===== config.mk =====
export PLATFORM = sky130hd
export DESIGN_NAME = fft_agu_flat
export DESIGN_NICKNAME = d
export VERILOG_FILES = /design/src/rtl/fft_agu_if.sv /design/src/rtl/fft_agu.sv /design/src/flat_wrapper.sv
export SDC_FILE = /design/constraint.sdc
export NUM_CORES = 1
export LEC_CHECK = 0
export BUFFER_PORTS_ARGS = -buffer_cell sky130_fd_sc_hd__buf_2
export CAP_MARGIN = 30
export CORE_MARGIN = 2
export CORE_UTILIZATION = 36
export CTS_BUF_LIST = sky130_fd_sc_hd__clkbuf_4 sky130_fd_sc_hd__clkbuf_8
export DETAILED_ROUTE_END_ITERATION = 7
export PLACE_DENSITY = 0.56
export SYNTH_ARGS = -nofsm -noshare
export SYNTH_HDL_FRONTEND = slang
export SYNTH_SLANG_ARGS = --single-unit

===== constraint.sdc =====
create_clock -name clk -period 2.96 [get_ports clk]
set_input_delay 0.592 -clock clk [delete_from_list [all_inputs] [get_ports clk]]
set_output_delay 0.592 -clock clk [all_outputs]
set_load 0.05 [all_outputs]

===== src/rtl/fft_agu_if.sv =====
// Bus between the FFT address generator and the datapath that owns the sample memory,
// twiddle ROM and butterfly.
interface fft_agu_if #(
  parameter int unsigned N_LOG2 = 5
) ();
  logic              start;
  logic [N_LOG2-1:0] rd_adrA;
  logic [N_LOG2-1:0] rd_adrB;
  logic [N_LOG2-2:0] twiddle_adr;
  logic              rd_bank;
  logic [N_LOG2-1:0] wr_adrA;
  logic [N_LOG2-1:0] wr_adrB;
  logic              wr_bank;
  logic              we;
  logic              busy;
  logic              done;

  modport master (
    output start,
    input  rd_adrA, rd_adrB, twiddle_adr, rd_bank,
    input  wr_adrA, wr_adrB, wr_bank, we, busy, done
  );

  modport slave (
    input  start,
    output rd_adrA, rd_adrB, twiddle_adr, rd_bank,
    output wr_adrA, wr_adrB, wr_bank, we, busy, done
  );
endinterface


===== src/rtl/fft_agu.sv =====
// Address generator for an in-place radix-2 DIT FFT: one butterfly per cycle, ping-pong banks,
// write-back addresses trailing the reads by one cycle to match a synchronous-read memory.
module fft_agu #(
  parameter int unsigned N_LOG2 = 5
) (
  input logic       clk,
  input logic       reset,
  fft_agu_if.slave  bus
);

  localparam int unsigned JW = N_LOG2 - 1;
  localparam int unsigned SW = (N_LOG2 > 1) ? $clog2(N_LOG2) : 1;
  localparam logic [SW-1:0] LastStage = SW'(N_LOG2 - 1);
  localparam logic [JW-1:0] LastJ     = {JW{1'b1}};

  typedef enum logic [1:0] {StIdle, StRun, StFlush, StDone} state_e;

  state_e            state_q;
  logic [SW-1:0]     stage_q;
  logic [JW-1:0]     j_q;
  logic              busy_q;
  logic              done_q;
  logic              we_q;
  logic              wr_bank_q;
  logic [N_LOG2-1:0] wr_a_q;
  logic [N_LOG2-1:0] wr_b_q;

  logic              in_run;
  logic [N_LOG2-1:0] ja;
  logic [N_LOG2-1:0] jb;
  logic [SW:0]       rsh;
  logic [N_LOG2-1:0] rd_a;
  logic [N_LOG2-1:0] rd_b;
  logic [JW-1:0]     tw_mask;
  logic [JW-1:0]     tw;
  logic              rbank;

  // Read side is purely combinational from the counters and forced to zero outside RUN.
  always_comb begin
    in_run  = (state_q == StRun);
    ja      = {j_q, 1'b0};
    jb      = {j_q, 1'b1};
    rsh     = (SW + 1)'(N_LOG2) - {1'b0, stage_q};
    tw_mask = LastJ << (LastStage - stage_q);
    rd_a    = '0;
    rd_b    = '0;
    tw      = '0;
    rbank   = 1'b0;
    if (in_run) begin
      // Rotate-left by stage: a shift by N_LOG2 in stage 0 yields zero, so no special case.
      rd_a  = (ja << stage_q) | (ja >> rsh);
      rd_b  = (jb << stage_q) | (jb >> rsh);
      tw    = j_q & tw_mask;
      rbank = stage_q[0];
    end
  end

  always_ff @(posedge clk or negedge reset) begin
    if (!reset) begin
      state_q   <= StIdle;
      stage_q   <= '0;
      j_q       <= '0;
      busy_q    <= 1'b0;
      done_q    <= 1'b0;
      we_q      <= 1'b0;
      wr_bank_q <= 1'b0;
      wr_a_q    <= '0;
      wr_b_q    <= '0;
    end else begin
      we_q      <= in_run;
      wr_a_q    <= rd_a;
      wr_b_q    <= rd_b;
      wr_bank_q <= in_run & ~rbank;
      unique case (state_q)
        StIdle: begin
          if (bus.start) begin
            state_q <= StRun;
            stage_q <= '0;
            j_q     <= '0;
            busy_q  <= 1'b1;
          end
        end
        StRun: begin
          if (j_q == LastJ) begin
            j_q <= '0;
            if (stage_q == LastStage) begin
              state_q <= StFlush;
              stage_q <= '0;
            end else begin
              stage_q <= stage_q + 1'b1;
            end
          end else begin
            j_q <= j_q + 1'b1;
          end
        end
        StFlush: begin
          state_q <= StDone;
          busy_q  <= 1'b0;
          done_q  <= 1'b1;
        end
        StDone: begin
          state_q <= StIdle;
          done_q  <= 1'b0;
        end
        default: state_q <= StIdle;
      endcase
    end
  end

  assign bus.rd_adrA     = rd_a;
  assign bus.rd_adrB     = rd_b;
  assign bus.twiddle_adr = tw;
  assign bus.rd_bank     = rbank;
  assign bus.wr_adrA     = wr_a_q;
  assign bus.wr_adrB     = wr_b_q;
  assign bus.wr_bank     = wr_bank_q;
  assign bus.we          = we_q;
  assign bus.busy        = busy_q;
  assign bus.done        = done_q;

endmodule


===== src/flat_wrapper.sv =====
// flat-port wrapper written by rule: the top's interface ports become plain ports
module fft_agu_flat 
#(
  parameter int unsigned N_LOG2 = 5
)
  (clk, reset, bus_start, bus_rd_adrA, bus_rd_adrB, bus_twiddle_adr, bus_rd_bank, bus_wr_adrA, bus_wr_adrB, bus_wr_bank, bus_we, bus_busy, bus_done);
  fft_agu_if #(.N_LOG2(N_LOG2)) bus_i ();
  input logic clk;
  input logic reset;
  input wire logic [$bits(bus_i.start)-1:0] bus_start;
  output wire logic [$bits(bus_i.rd_adrA)-1:0] bus_rd_adrA;
  output wire logic [$bits(bus_i.rd_adrB)-1:0] bus_rd_adrB;
  output wire logic [$bits(bus_i.twiddle_adr)-1:0] bus_twiddle_adr;
  output wire logic [$bits(bus_i.rd_bank)-1:0] bus_rd_bank;
  output wire logic [$bits(bus_i.wr_adrA)-1:0] bus_wr_adrA;
  output wire logic [$bits(bus_i.wr_adrB)-1:0] bus_wr_adrB;
  output wire logic [$bits(bus_i.wr_bank)-1:0] bus_wr_bank;
  output wire logic [$bits(bus_i.we)-1:0] bus_we;
  output wire logic [$bits(bus_i.busy)-1:0] bus_busy;
  output wire logic [$bits(bus_i.done)-1:0] bus_done;
  assign bus_i.start = bus_start;
  assign bus_rd_adrA = bus_i.rd_adrA;
  assign bus_rd_adrB = bus_i.rd_adrB;
  assign bus_twiddle_adr = bus_i.twiddle_adr;
  assign bus_rd_bank = bus_i.rd_bank;
  assign bus_wr_adrA = bus_i.wr_adrA;
  assign bus_wr_adrB = bus_i.wr_adrB;
  assign bus_wr_bank = bus_i.wr_bank;
  assign bus_we = bus_i.we;
  assign bus_busy = bus_i.busy;
  assign bus_done = bus_i.done;
  fft_agu #(.N_LOG2(N_LOG2)) u_core (.clk(clk), .reset(reset), .bus(bus_i));
endmodule

==> impl_metrics.ini, run 1 <==
[die]
die_area_um2 = 4345
initial_core_util = 0.3770
io_pins = 32
fp.dieH_um = 65.92
core_um2 = 3661
fp-row-count = 22
die_x_um = 65.92

[synth]
ys_types = 44
synth_cells = 143
ys.flop_type = dfrtp_1
synth_area_leaders = dfrtp_1 42%, ha_1 10%, nand3_1 4.0%, nor2b_1 2.7%, o21ai_0 2.5%
synth_top_area_frac = 0.4170
async_reset_ff_frac = 1.000
syn_area_um2 = 1380
postSynthAreaPerCell_um2 = 9.651
yosysWarnings = 0
synth_edf_count = 0
yosysTopAreaCell = dfrtp_1
syn_nets = 157
ys_ff_latch = 23
yosysSeqAreaShare = 0.4170

[final_layout]
area_delta_synth_final_pct = 16.32
mostFrequentLayoutCell = buf_2
drive_gt1_frac = 0.2647
final_cell_mix = 31 x buf_2, 22 x dfrtp_1, 11 x nand3_1, 11 x ha_1, 9 x nand2_1
nFillCells = 377
final_nets = 185
diodes = 0

[global_routing]
globalRouteTotalUtil = 0.1568
antenna_found_initial = 0
overflow = 0
grt_pass1_vias = 1124
grt_max_degree = 24
grt_pass1_wl_mm = 5.257

[setup_path]
path_class = reg -> out
crit_fanout = 9
cp-startpoint = u_core.stage_q[2]
r2r_end = u_core.stage_q[0]
required_ns = 2.37
critPathLaunchType = register
arrival_ns = 2.25
worstReg2RegStart = u_core.stage_q[0]
endpoint_kind = primary output
r2r.worst_path.cells = 6
rrSetupSlack_ns = 0.84

[drt]
vias = 1163
avgRoutedWirePerCell_um = 14.30
routed_wl_mm = 3.118
drt_iter0_drc = 32
drc_errors = 0
drt-pass1-iter-count = 4
final_antenna_net_count = 0
viasPerCell = 5.335

[cts]
cts-resized-gates = 0
cts_setup_buffers = 0
cts_max_level = 1
clock-sinks = 23
cts_tree = done
path_clk_slew_ns = 0.08
clk_latency_ns = 0.27
clock_path_buffers = 2
cts_buffers = 3
cts_hold_buffers = 0
cts_root_buffer = clkbuf_8

[place]
place_ws_ns = 0.3588
dp_hpwl_mm = 2.214
place.gp.congestion = 0.8026
portBuffers = 31

[timing]
rsz0062_at_grt = false
post-route-min-period_ns = 2.845
slew_viol_final = 0
period_share = 0.9612
worstMarginPinSlew_ns = 0.5311
relSlewSlack = 0.6459
timing.final.ws_setup_ns = 0.1149
fin_worst_skew_ns = 0.003472
clock.fmax_mhz = 351.5
final-setup-viol-count = 0
finalHoldViolations = 0

[outcome]
status = finished clean

[power_and_ir_drop]
p_leak_nw = 0.7939
powerDensity_nw_per_um2 = 1152
p_total_mw = 1.849
ir_drop_mv = 0.3841

[min_path]
hp-class = in -> async

[flow_run]
drv_cap = 0
-- per-stage QoR --
stage	hold WS, ns	cell area [um2]	instances	setup TNS [ns]	util
5_1_grt	0.3328	1605	218	0	0.4385
6_report	0.2928	1605	218	0	0.4385
2_1_floorplan	0.2964	1380	143	-0.1324	-
4_1_cts	0.3130	1604	218	0	0.4381
3_5_place_dp	0.4891	1558	214	0	0.4255
3_3_place_gp	0.4691	1558	214	0	0.4255
-- worst max path at each step --
stage	endpoint	slack (ns)	depth (start not counted)
2_1_floorplan	bus_twiddle_adr[1]	-0.07	6
3_3_place_gp	bus_rd_adrA[1]	0.44	5
3_5_place_dp	bus_rd_adrA[1]	0.36	5
4_1_cts	bus_rd_adrA[1]	0.06	5
5_1_grt	bus_twiddle_adr[2]	0.03	6
6_report	bus_rd_adrA[1]	0.11	5
-- cell usage after synthesis (3+ instances only) --
master and count:
dfrtp_1 23, ha_1 11, nand3_1 11, nand2_1 9, nor2_1 8, o21ai_0 7, buf_2 6, inv_1 6
nor2b_1 6, a21oi_1 4, and3_1 4, o21a_1 4, a21boi_1 3, mux2_2 3, nor3b_1 3
-- where the power goes --
| group | leakage [nW] | internal, mW | switching, mW |
|---|---|---|---|
| Sequential | 0.303 | 0.420 | 0.125 |
| Combinational | 0.465 | 0.331 | 0.774 |
| Clock | 0.0255 | 0.0942 | 0.105 |
-- kinds of logic (layout without fill, tap and decap cells) --
family / Yosys count / count (layout) / share of synthesized area
and+or+nand+nor: 52 / 52 / 0.2085
adders and majority gates: 11 / 11 / 0.09973
muxes: 4 / 4 / 0.03173
buffers and inverters: 16 / 43 / 0.05440
AOI/OAI and AO/OA: 37 / 37 / 0.1886
DFF: 23 / 23 / 0.4170
-- sequential cells by signal, summed over array words and instances, names as in the netlist --
signal              flops
u_core.bus.wr_bank      1
u_core.state_q          2
u_core.bus.wr_adrB      5
u_core.stage_q          3
u_core.bus.we           1
u_core.bus.done         1
u_core.bus.busy         1
u_core.j_q              4
u_core.bus.wr_adrA      5
-- final cells by class --
type / instances / area (um2) / share of cell area
multi-input cells: 104 / 729.5 / 0.4544
clock buffers: 3 / 41.29 / 0.02572
repair buffers: 33 / 170.2 / 0.1060
well taps: 48 / 60.06 / 0.03741
clock inverters: 1 / 5.005 / 0.003118
flip-flops and latches: 23 / 576.8 / 0.3593
inverters: 6 / 22.52 / 0.01403
-- metal layers --
metal  GRT usage  up-vias  part of all wire
li1            -      569                 -
met1      0.1936      553              0.48
met2      0.2551       36              0.44
met3     0.03066        5             0.055
met4     0.08594        0             0.020
met5           0        -                 0
-- critical path, cell delays in order (launching register included) --
cell,delay [ns]
dfrtp_1,0.50
ha_1,0.41
nor2b_1,0.21
or3b_4,0.41
a21boi_1,0.16
buf_2,0.29
Power figures use the tool's default switching activity.
==> inputs of run 2 (changes only) <==
==> constraint.sdc (replaced) <==
create_clock -name clk -period 2.96 [get_ports clk]
set_input_delay 0.592 -clock clk [delete_from_list [all_inputs] [get_ports clk]]
set_output_delay 0.592 -clock clk [all_outputs]
set_load 0.02 [all_outputs]
==> impl_metrics.ini, run 2 (synthesis results as in run 1) <==
[die]
core_um2 = 3661
initial_core_util = 0.3770
io_pins = 32
fp.dieH_um = 65.92
die_x_um = 65.92
fp-row-count = 22
die_area_um2 = 4345

[drt]
viasPerCell = 5.358
routed_wl_mm = 3.165
vias = 1168
drt_iter0_drc = 41
final_antenna_net_count = 0
avgRoutedWirePerCell_um = 14.52
drc_errors = 0
drt-pass1-iter-count = 4

[place]
portBuffers = 31
place.gp.congestion = 0.7923
dp_hpwl_mm = 2.236

[cts]
cts_tree = done
cts-resized-gates = 0
path_clk_slew_ns = 0.08
clock-sinks = 23
cts_setup_buffers = 0
clk_latency_ns = 0.26
clock_path_buffers = 2
cts_max_level = 1
cts_buffers = 3
cts_root_buffer = clkbuf_8
cts_hold_buffers = 0

[final_layout]
area_delta_synth_final_pct = 16.50
drive_gt1_frac = 0.2647
diodes = 0
nFillCells = 384
mostFrequentLayoutCell = buf_2
final_nets = 185
final_cell_mix = 31 x buf_2, 22 x dfrtp_1, 11 x nand3_1, 11 x ha_1, 9 x nand2_1

[global_routing]
overflow = 0
grt_pass1_wl_mm = 5.257
antenna_found_initial = 0
grt_max_degree = 24
globalRouteTotalUtil = 0.1532
grt_pass1_vias = 1115

[outcome]
status = finished clean

[timing]
fin_worst_skew_ns = 0.001884
finalHoldViolations = 0
worstMarginPinSlew_ns = 0.7335
clock.fmax_mhz = 367.7
rsz0062_at_grt = false
final-setup-viol-count = 0
slew_viol_final = 0
relSlewSlack = 0.5110
tns_ns = 0
period_share = 0.9189
post-route-min-period_ns = 2.720

[power_and_ir_drop]
ir_drop_mv = 0.4244
p_total_mw = 1.613
p_leak_nw = 0.7946
powerDensity_nw_per_um2 = 1003

[flow_run]
drv_cap = 0

[setup_path]
r2r_end = u_core.stage_q[0]
critPathLaunchType = register
r2r.worst_path.cells = 6
path_class = reg -> out
required_ns = 2.37
rrSetupSlack_ns = 0.79
endpoint_kind = primary output
crit_fanout = 9
arrival_ns = 2.13
worstReg2RegStart = u_core.stage_q[0]

[min_path]
hp-class = in -> async
run 2: cell count changes in the layout (fill, tap and decap cells not counted), sizes merged:
| cell | before | now |
|---|---|---|
| clkinv | 1 | 0 |
| clkbuf | 3 | 4 |
run 2: area by class of cell:
class                      count  area [um2]  share of cell area
tap                           48       60.06             0.03735
timing repair buffer          33       170.2              0.1058
clock buffer                   4       48.80             0.03035
multi-input combinational    104       729.5              0.4537
inverter                       6       22.52             0.01401
sequential                    23       576.8              0.3588
run 2: worst max path at each step:
stage / startpoint / slack, ns / to / cells after the start
floorplan: u_core.stage_q[1] / 0.56 / bus_twiddle_adr[1] / 6
global placement: u_core.stage_q[1] / 0.54 / bus_rd_adrA[1] / 5
detailed placement: u_core.stage_q[1] / 0.48 / bus_rd_adrA[1] / 5
CTS: u_core.stage_q[1] / 0.17 / bus_rd_adrA[1] / 5
global route: u_core.stage_q[0] / 0.07 / bus_twiddle_adr[2] / 6
finish: u_core.stage_q[2] / 0.24 / bus_rd_adrA[1] / 5
run 2: worst max-delay path: stages, from the launching register on:
cell and delay (ns):
dfrtp_1 0.51, ha_1 0.42, nor2b_1 0.17, or3b_4 0.40
a21boi_1 0.17, buf_2 0.19
run 2: layer usage:
metal | vias to the layer above | GRT usage | wire length [um]
met2 | 28 | 0.2500 | 1436
met5 | - | 0 | 0
met3 | 2 | 0.02044 | 150
met1 | 566 | 0.2064 | 1561
li1 | 572 | - | -
met4 | 0 | 0.05469 | 17
run 2: power breakdown:
part	internal, mW	switching [mW]	total [mW]	leakage [nW]
Sequential	0.420	0.123	0.543	0.303
Clock	0.105	0.0964	0.201	0.0262
Combinational	0.332	0.537	0.869	0.465
Total	0.857	0.756	1.61	0.795
run 2: metrics by stage:
stage | util | hold WS [ns] | worst slack [ns] | std cells | area [um2]
2_1_floorplan | - | 0.2964 | 0.5644 | 143 | 1380
6_report | 0.4392 | 0.3018 | 0.2401 | 218 | 1608
5_1_grt | 0.4392 | 0.3380 | 0.06821 | 218 | 1608
3_3_place_gp | 0.4255 | 0.4693 | 0.5415 | 214 | 1558
4_1_cts | 0.4388 | 0.3155 | 0.1703 | 218 | 1607
3_5_place_dp | 0.4255 | 0.4965 | 0.4844 | 214 | 1558
